$ cat src/rtl/db9md_pad_scanner.sv
// db9md_pad_scanner: scans two Mega Drive 3/6-button pads through one DB9 port
// with a split multiplexer, producing active-high 16-bit joystick words.
// Optional: define DB9MD_DEBOUNCE_EN to commit a pad's word only after two
// identical consecutive scans.
module db9md_pad_scanner #(
    parameter int unsigned HALF_CYCLES = 250,
    parameter int unsigned IDLE_CYCLES = 100000
) (
    input  logic        clk_50,
    input  logic        RESET_L,
    input  logic [5:0]  joy_in,
    output logic        joy_mdsel,
    output logic        joy_split,
    output logic [15:0] joystick1,
    output logic [15:0] joystick2,
    output logic        pad6_1,
    output logic        pad6_2
);

    localparam int unsigned HW = (HALF_CYCLES > 1) ? $clog2(HALF_CYCLES) : 1;
    localparam int unsigned IW = (IDLE_CYCLES > 1) ? $clog2(IDLE_CYCLES) : 1;
    localparam logic [HW-1:0] HALF_LAST = HW'(HALF_CYCLES - 1);
    localparam logic [IW-1:0] IDLE_LAST = IW'(IDLE_CYCLES - 1);

    typedef enum logic [3:0] {
        S_IDLE,
        S_P0, S_P1, S_P2, S_P3, S_P4, S_P5, S_P6, S_P7,
        S_COMMIT
    } state_t;

    state_t          state;
    state_t          state_next;
    logic [HW-1:0]   half_cnt;
    logic            half_sel;
    logic [IW-1:0]   idle_cnt;
    logic            in_phase;
    logic            half_end;
    logic            phase_end;
    logic            sample_en;

    logic [5:0]      joy_meta;
    logic [5:0]      joy_sync;
    logic [5:0]      act;

    // Per-pad shadow captures, index 0 = pad 1, index 1 = pad 2
    logic [5:0]      sh_base    [2];   // C B U D L R
    logic [1:0]      sh_ast     [2];   // Start A
    logic [3:0]      sh_ext     [2];   // Mode X Y Z
    logic            sh_present [2];
    logic            sh_six     [2];
    logic [11:0]     new_word   [2];
    logic            new_six    [2];

    assign half_end  = (half_cnt == HALF_LAST);
    assign phase_end = half_end & half_sel;
    assign sample_en = in_phase & half_end;
    assign act       = ~joy_sync;

    // State register
    always_ff @(posedge clk_50 or negedge RESET_L) begin
        if (!RESET_L) begin
            state <= S_IDLE;
        end else begin
            state <= state_next;
        end
    end

    // Next-state decode and pad select / split outputs
    always_comb begin
        state_next = state;
        joy_mdsel  = 1'b1;
        joy_split  = 1'b0;
        in_phase   = 1'b0;
        unique case (state)
            S_IDLE: begin
                if (idle_cnt == IDLE_LAST) state_next = S_P0;
            end
            S_P0: begin
                in_phase = 1'b1; joy_split = half_sel;
                if (phase_end) state_next = S_P1;
            end
            S_P1: begin
                in_phase = 1'b1; joy_split = half_sel; joy_mdsel = 1'b0;
                if (phase_end) state_next = S_P2;
            end
            S_P2: begin
                in_phase = 1'b1; joy_split = half_sel;
                if (phase_end) state_next = S_P3;
            end
            S_P3: begin
                in_phase = 1'b1; joy_split = half_sel; joy_mdsel = 1'b0;
                if (phase_end) state_next = S_P4;
            end
            S_P4: begin
                in_phase = 1'b1; joy_split = half_sel;
                if (phase_end) state_next = S_P5;
            end
            S_P5: begin
                in_phase = 1'b1; joy_split = half_sel; joy_mdsel = 1'b0;
                if (phase_end) state_next = S_P6;
            end
            S_P6: begin
                in_phase = 1'b1; joy_split = half_sel;
                if (phase_end) state_next = S_P7;
            end
            S_P7: begin
                in_phase = 1'b1; joy_split = half_sel; joy_mdsel = 1'b0;
                if (phase_end) state_next = S_COMMIT;
            end
            S_COMMIT: begin
                state_next = S_IDLE;
            end
            default: begin
                state_next = S_IDLE;
            end
        endcase
    end

    // Idle and half-phase counters; both restart at every boundary
    always_ff @(posedge clk_50 or negedge RESET_L) begin
        if (!RESET_L) begin
            idle_cnt <= '0;
            half_cnt <= '0;
            half_sel <= 1'b0;
        end else begin
            if (state == S_IDLE && idle_cnt != IDLE_LAST) begin
                idle_cnt <= idle_cnt + 1'b1;
            end else begin
                idle_cnt <= '0;
            end
            if (in_phase) begin
                if (half_end) begin
                    half_cnt <= '0;
                    half_sel <= ~half_sel;
                end else begin
                    half_cnt <= half_cnt + 1'b1;
                end
            end else begin
                half_cnt <= '0;
                half_sel <= 1'b0;
            end
        end
    end

    // Two-flop synchronizer for the raw pad pins
    always_ff @(posedge clk_50 or negedge RESET_L) begin
        if (!RESET_L) begin
            joy_meta <= '1;
            joy_sync <= '1;
        end else begin
            joy_meta <= joy_in;
            joy_sync <= joy_meta;
        end
    end

    // Capture pad fields at the last clock of each half; half_sel picks the pad
    always_ff @(posedge clk_50 or negedge RESET_L) begin
        if (!RESET_L) begin
            for (int unsigned p = 0; p < 2; p++) begin
                sh_base[p]    <= '0;
                sh_ast[p]     <= '0;
                sh_ext[p]     <= '0;
                sh_present[p] <= 1'b0;
                sh_six[p]     <= 1'b0;
            end
        end else if (sample_en) begin
            unique case (state)
                S_P0: sh_base[half_sel] <= {act[5], act[4], act[0], act[1], act[2], act[3]};
                S_P1: begin
                    sh_ast[half_sel]     <= {act[5], act[4]};
                    sh_present[half_sel] <= act[2] & act[3];
                end
                S_P5: sh_six[half_sel] <= &act[3:0];
                S_P6: if (sh_six[half_sel]) sh_ext[half_sel] <= {act[3], act[2], act[1], act[0]};
                default: ;
            endcase
        end
    end

    // Assemble the word each pad would report if committed now
    always_comb begin
        for (int unsigned p = 0; p < 2; p++) begin
            new_word[p] = {6'b0, sh_base[p]};
            new_six[p]  = sh_present[p] & sh_six[p];
            if (sh_present[p]) begin
                new_word[p] = {sh_ext[p] & {4{sh_six[p]}}, sh_ast[p], sh_base[p]};
            end
        end
    end

`ifdef DB9MD_DEBOUNCE_EN
    logic [11:0] prev_word [2];
    logic        prev_six  [2];

    // Commit each pad only when this scan matches the previous scan
    always_ff @(posedge clk_50 or negedge RESET_L) begin
        if (!RESET_L) begin
            joystick1 <= '0;
            joystick2 <= '0;
            pad6_1    <= 1'b0;
            pad6_2    <= 1'b0;
            for (int unsigned p = 0; p < 2; p++) begin
                prev_word[p] <= '0;
                prev_six[p]  <= 1'b0;
            end
        end else if (state == S_COMMIT) begin
            if (new_word[0] == prev_word[0] && new_six[0] == prev_six[0]) begin
                joystick1 <= {4'b0, new_word[0]};
                pad6_1    <= new_six[0];
            end
            if (new_word[1] == prev_word[1] && new_six[1] == prev_six[1]) begin
                joystick2 <= {4'b0, new_word[1]};
                pad6_2    <= new_six[1];
            end
            for (int unsigned p = 0; p < 2; p++) begin
                prev_word[p] <= new_word[p];
                prev_six[p]  <= new_six[p];
            end
        end
    end
`else
    // Commit both pads together once per completed scan
    always_ff @(posedge clk_50 or negedge RESET_L) begin
        if (!RESET_L) begin
            joystick1 <= '0;
            joystick2 <= '0;
            pad6_1    <= 1'b0;
            pad6_2    <= 1'b0;
        end else if (state == S_COMMIT) begin
            joystick1 <= {4'b0, new_word[0]};
            joystick2 <= {4'b0, new_word[1]};
            pad6_1    <= new_six[0];
            pad6_2    <= new_six[1];
        end
    end
`endif

endmodule
$ cat config.mk
export PLATFORM = sky130hd
export DESIGN_NAME = db9md_pad_scanner
export DESIGN_NICKNAME = d
export VERILOG_FILES = /design/src/rtl/db9md_pad_scanner.sv
export SDC_FILE = /design/constraint.sdc
export NUM_CORES = 1
export LEC_CHECK = 0
export ABC_CLOCK_PERIOD_IN_PS = 4500
export BUFFER_PORTS_ARGS = -buffer_cell sky130_fd_sc_hd__buf_4
export CAP_MARGIN = 40
export CORE_ASPECT_RATIO = 0.5
export CORE_UTILIZATION = 45
export CTS_CLUSTER_DIAMETER = 100
export DETAILED_ROUTE_END_ITERATION = 8
export GPL_TIMING_DRIVEN = 0
export MAX_ROUTING_LAYER = met4
export PLACE_DENSITY_LB_ADDON = 0.1
export REMOVE_ABC_BUFFERS = 1
export SYNTH_ARGS = -nofsm -noshare
export SYNTH_HDL_FRONTEND = slang
export SYNTH_SLANG_ARGS = --single-unit
$ cat constraint.sdc
create_clock -name clk_50 -period 4.5 [get_ports clk_50]
set_clock_uncertainty 0.15 [all_clocks]
set_input_delay 0.225 -clock clk_50 [delete_from_list [all_inputs] [get_ports clk_50]]
set_output_delay 0.225 -clock clk_50 [all_outputs]
set_load 0.02 [all_outputs]
# Word-level counts from Yosys, hierarchy flattened
# Cells that the tools add are included.
[totals]
register_bits = 96
in_bits = 8
out_inout_bits = 36
elab_cells = 103
[op_classes]
addsub = 2
n_lt_le_gt_ge = 2
eq_ne = 22
muxes = 36
bitwise_logic = 10
n_reduce_logical = 11
[ops]
columns = ["cell", "n"]
rows = [
  ["$mux W4", 10],
  ["$pmux W4 S9", 1],
  ["$mux W12", 2],
  ["$ne A2 B2 Y1 const B", 9],
  ["$add A17 B1 Y17 const B", 1],
  ["$eq A17 B17 Y1 const B", 1],
  ["$mux W17", 1],
  ["$ne A17 B17 Y1 const B", 1],
  ["$eq A4 B3 Y1 const B", 4],
  ["$mux W8", 2],
  ["$bwmux W12", 1],
  ["$mux W1", 9],
  ["$reduce_and A9 Y1", 1],
  ["$add A8 B1 Y8 const B", 1],
  ["$and A4 B4 Y4", 2],
  ["$bwmux W8", 1],
  ["$eq A4 B2 Y1 const B", 2],
  ["$eq A4 B4 Y1 const B", 2],
  ["$eq A8 B8 Y1 const B", 1],
  ["$reduce_or A8 Y1", 1],
  ["$demux W6 S1", 1],
  ["$mux W6", 1],
  ["$not A6 Y6", 1],
  ["$reduce_and A2 Y1", 3],
  ["18 further kinds", 24],
]

# Longest topological paths before layout
[logic_depth]
depth_word = 6
ltp_mapped = 7
depth_no_buf = 6

# Worst setup path after synthesis
# Ideal clock, no wire load.
[synth_path]
kind = "register -> register"
from = "register half_cnt[1]"
to = "register sh_present[1] (netlist name)"
setup_time_ps = 125
arrival_ps = 1610
required_ps = 4225
setup_slack_ps = 2615
stages_incl_launch_ff = 7
path_buffers = 0
synth_period_minus_slack_ps = 1885
path_cell_list = "dfrtp_1 > inv_1 > ha_1 > and3b_2 > nand4_2 > or3_4 > mux2_4"
[synth_between]
elab_chain_cells = 3
[synth_rtl]
columns = ["element", "line", "text"]
rows = [
  ["start, declared", "33", "logic [HW-1:0] half_cnt;"],
  ["start signal, assigned", "136", "half_cnt <= half_cnt + 1'b1;"],
  ["$eq A8 B8 Y1", "54", "assign half_end = (half_cnt == HALF_LAST);"],
  ["$and A1 B1 Y1", "56", "assign sample_en = in_phase & half_end;"],
  ["$reduce_and A2 Y1 (no source line)", "-", ""],
  ["end signal, assigned by index", "171", "sh_present[half_sel] <= act[2] & act[3];"],
  ["end, declared", "49", "logic sh_present [2];"],
]
# No other way between the ends.
# A chain may end at the register's enable or synchronous reset.

# Worst setup path in the final report
[layout_path]
from = "register half_cnt[1]"
to = "register sh_base[7] (netlist name)"
[layout_between]
elab_chain_cells = 3
[layout_rtl]
columns = ["element", "line", "text"]
rows = [
  ["$eq A8 B8 Y1", "54", ""],
  ["$and A1 B1 Y1", "56", ""],
  ["$reduce_and A2 Y1 (no source line)", "-", ""],
  ["end signal, assigned by index", "168", "S_P0: sh_base[half_sel] <= {act[5], act[4], act[0], act[1], act[2], act[3]};"],
  ["end, declared", "46", "logic [5:0] sh_base [2];"],
]
# No other way between the ends.

==> results.json <==
{
  "wl_per_cell_um": 13.6,
  "synth-async-reset-ratio_pct": 100,
  "dp_hpwl_um": 4910,
  "grt_usage_pct": 18.1,
  "grt_pass1_vias": 2656,
  "cts_tree": "done",
  "die_area_mm2": 0.00947,
  "yosysSeqAreaShare_pct": 59.3,
  "fin_tns_setup_ns": 0,
  "critical_path_class": "reg2reg",
  "coreArea_mm2": 0.00874,
  "ys_warn_count": 0,
  "synth_edf_count": 0,
  "fillers": 751,
  "p_int_mw": 1.33,
  "syn2layout_area_growth_pct": 16.9,
  "syn-cell-area_mm2": 0.00408,
  "die_h_um": 69.3,
  "worst_hold_path_type": "reg2reg",
  "viasPerCell": 5.01,
  "seqPwrFrac_pct": 52.6,
  "power.density_mw_per_mm2": 351,
  "vdd_drop_max_mv": 0.170,
  "setup_ws_ns": 2.09,
  "fin_crit_sh_pct": 53.6,
  "setup_violations": 0,
  "synth_cell_type_count": 48,
  "synth_top_area_share_pct": 51.5,
  "post-place-cells": 501,
  "p_clk_share_pct": 45.4,
  "clk_latency_ns": 0.34,
  "start_util_pct": 46.7,
  "ys.flop_type": "dfrtp_1",
  "combPwrFrac_pct": 2.0,
  "path_clk_slew_ns": 0.06,
  "p_sw_mw": 0.345,
  "crit_path_max_fanout": 13,
  "synth_top_area_cell": "dfrtp_1",
  "htreeDepth": 3,
  "clockRootBuffer": "clkbuf_16",
  "drv_cap": 0,
  "synth_area_per_cell_um2": 11.2,
  "endpoint_kind": "flip-flop",
  "grt-ovfl-total": 0,
  "status": "finished clean",
  "synth.area.top_cells": "dfrtp_1 (52%), dfstp_2 (7.7%), mux2i_1 (3.9%), nand2_1 (3.6%), o21ai_0 (2.9%)",
  "ant_nets": 0,
  "io_buffers": 35,
  "cts_buffers": 9,
  "cp-start-kind": "flip-flop",
  "grt_first_pass_wirelength_um": 12800,
  "gp_congestion": 0.816,
  "max_freq_ghz": 0.414,
  "grt_max_degree": 57,
  "n_antenna_cell": 0,
  "cts_num_sinks": 96,
  "netlist_instances": 364,
  "swShare_pct": 20.6,
  "die_x_um": 137,
  "hold_violations": 0,
  "final_cells": 524,
  "rsz0062_at_grt": "no",
  "ys_ff_latch": 96,
  "placedInstanceArea_mm2": 0.00440,
  "fin_nets": 413,
  "final_area_mm2": 0.00477,
  "fin_util_pct": 54.6,
  "wirelength_um": 7140,
  "p_leak_nw": 2.15,
  "dpl_worst_slack_ns": 2.08,
  "num_vias": 2623,
  "fin_crit_ns": 2.41,
  "worst_pin_slew_ns": 0.795,
  "drc_errors": 0,
  "drt_pass1_iterations": 4,
  "arrival_ns": 2.47,
  "relSlewSlack_pct": 47.0,
  "io_pins": 44,
  "cts_setup_buffers": 0,
  "drv_slew": 0,
  "antenna_found_initial": 0,
  "cts_buffer_depth": 2,
  "required_ns": 4.56,
  "drive_above_1_share_pct": 19.7,
  "dr.first_iter.drc_count": 145,
  "rows": 24
}
## area by class of cell
cell class | count | area [um2] | share of cell area (%)
clock buffer | 11 | 243 | 5.09
clock inverter | 5 | 56.3 | 1.18
inverter | 20 | 75.1 | 1.57
multi-input combinational | 232 | 1480 | 31.0
sequential | 96 | 2420 | 50.7
tap | 117 | 146 | 3.07
timing repair buffer | 43 | 353 | 7.40
## power by group through the flow
stage | logic, mW | registers [mW] | clock network (mW)
after floorplan | 0.00649 | 0.892 | 0
after CTS | 0.0354 | 0.879 | 0.780
after global routing | 0.0392 | 0.879 | 0.817
after global placement | 0.0273 | 0.895 | 0
after detailed placement | 0.0305 | 0.895 | 0
final | 0.0339 | 0.879 | 0.760
## worst paths after layout
path / cells after the start / start / slack, ns / end
worst max-delay path: 6 / half_cnt[1] / 2.09 / sh_base[7]
worst min-delay path: 0 / joy_meta[4] / 0.21 / joy_sync[4]
worst max register to register: 6 / half_cnt[1] / 2.09 / sh_base[7]
worst min register to register: 0 / joy_meta[4] / 0.21 / joy_sync[4]
max in group asynchronous: 3 / RESET_L / 3.15 / joy_meta[4]
min in group asynchronous: 2 / RESET_L / 0.33 / sh_base[10]
## kinds of logic (layout without fill, tap and decap cells)
kind of cell,count (synthesis),after routing,share of synthesized area [%]
multiplexers,26,26,6.78
other,1,8,0.0919
adder cells (fa/ha/maj),3,3,0.920
flip-flops,96,96,59.3
XOR/XNOR,21,21,4.51
AND/OR/NAND/NOR,127,127,16.0
buffers and inverters,43,79,5.12
AO/OA/AOI/OAI,47,47,7.30
## metal layers
layer,global-route usage (%),wire length [um]
met5,-,0
met1,24.1,3550
met2,27.0,3210
met4,5.56,92
met3,5.04,285
## cell usage in the layout (no fill, tap or decap), drive strengths merged, types with 3 or more instances in the layout
cell type and count:
nand4 8, clkinv 4, ha 3, dfstp 12, xnor2 12, nor2 32
and4 4, buf 36, o31ai 16, nor3 7, conb 8, dfrtp 84
nand2 39, o21ai 25, dlygate4sd3 7, mux2 10, nor4 6, xor2 9
clkbuf 11, or3 6, mux2i 16, nand3 10, inv 20
## worst max-delay path: stages (launching register included)
cell      delay [ns]
dfrtp_1         0.40
inv_1           0.06
ha_1            0.18
and3b_2         0.23
nand4b_1        0.42
or3_1           0.67
mux2i_1         0.18
## repair_timing
item                       CTS  global route
hold endpoints to repair    53             0
setup endpoints to repair    0             0
gates resized for setup      0             0
hold buffers                 7             0
## metrics by stage
stage | hold slack [ns] | power, mW
global placement | 0.184 | 0.923
floorplan | -0.221 | 0.899
detailed placement | 0.165 | 0.926
finish | 0.205 | 1.67
CTS | 0.207 | 1.69
global route | 0.207 | 1.74
## registers in the layout (all words and copies together), names as in the netlist, 2 cells and up
register    cells
half_cnt        8
idle_cnt       17
joy_meta        6
joy_sync        6
joystick1      12
joystick2      12
sh_ast          4
sh_base        12
sh_ext          8
sh_present      2
sh_six          2
state           4
## synthesized netlist by cell type, types with 12 or more instances
| cell type | n |
|---|---|
| inv_1 | 20 |
| nand2_1 | 39 |
| dfstp_2 | 12 |
| xnor2_1 | 12 |
| nor2_1 | 31 |
| o21ai_0 | 24 |
| mux2i_1 | 16 |
| dfrtp_1 | 84 |
| o31ai_1 | 16 |
Note: power is estimated with default switching activity, not from simulation.
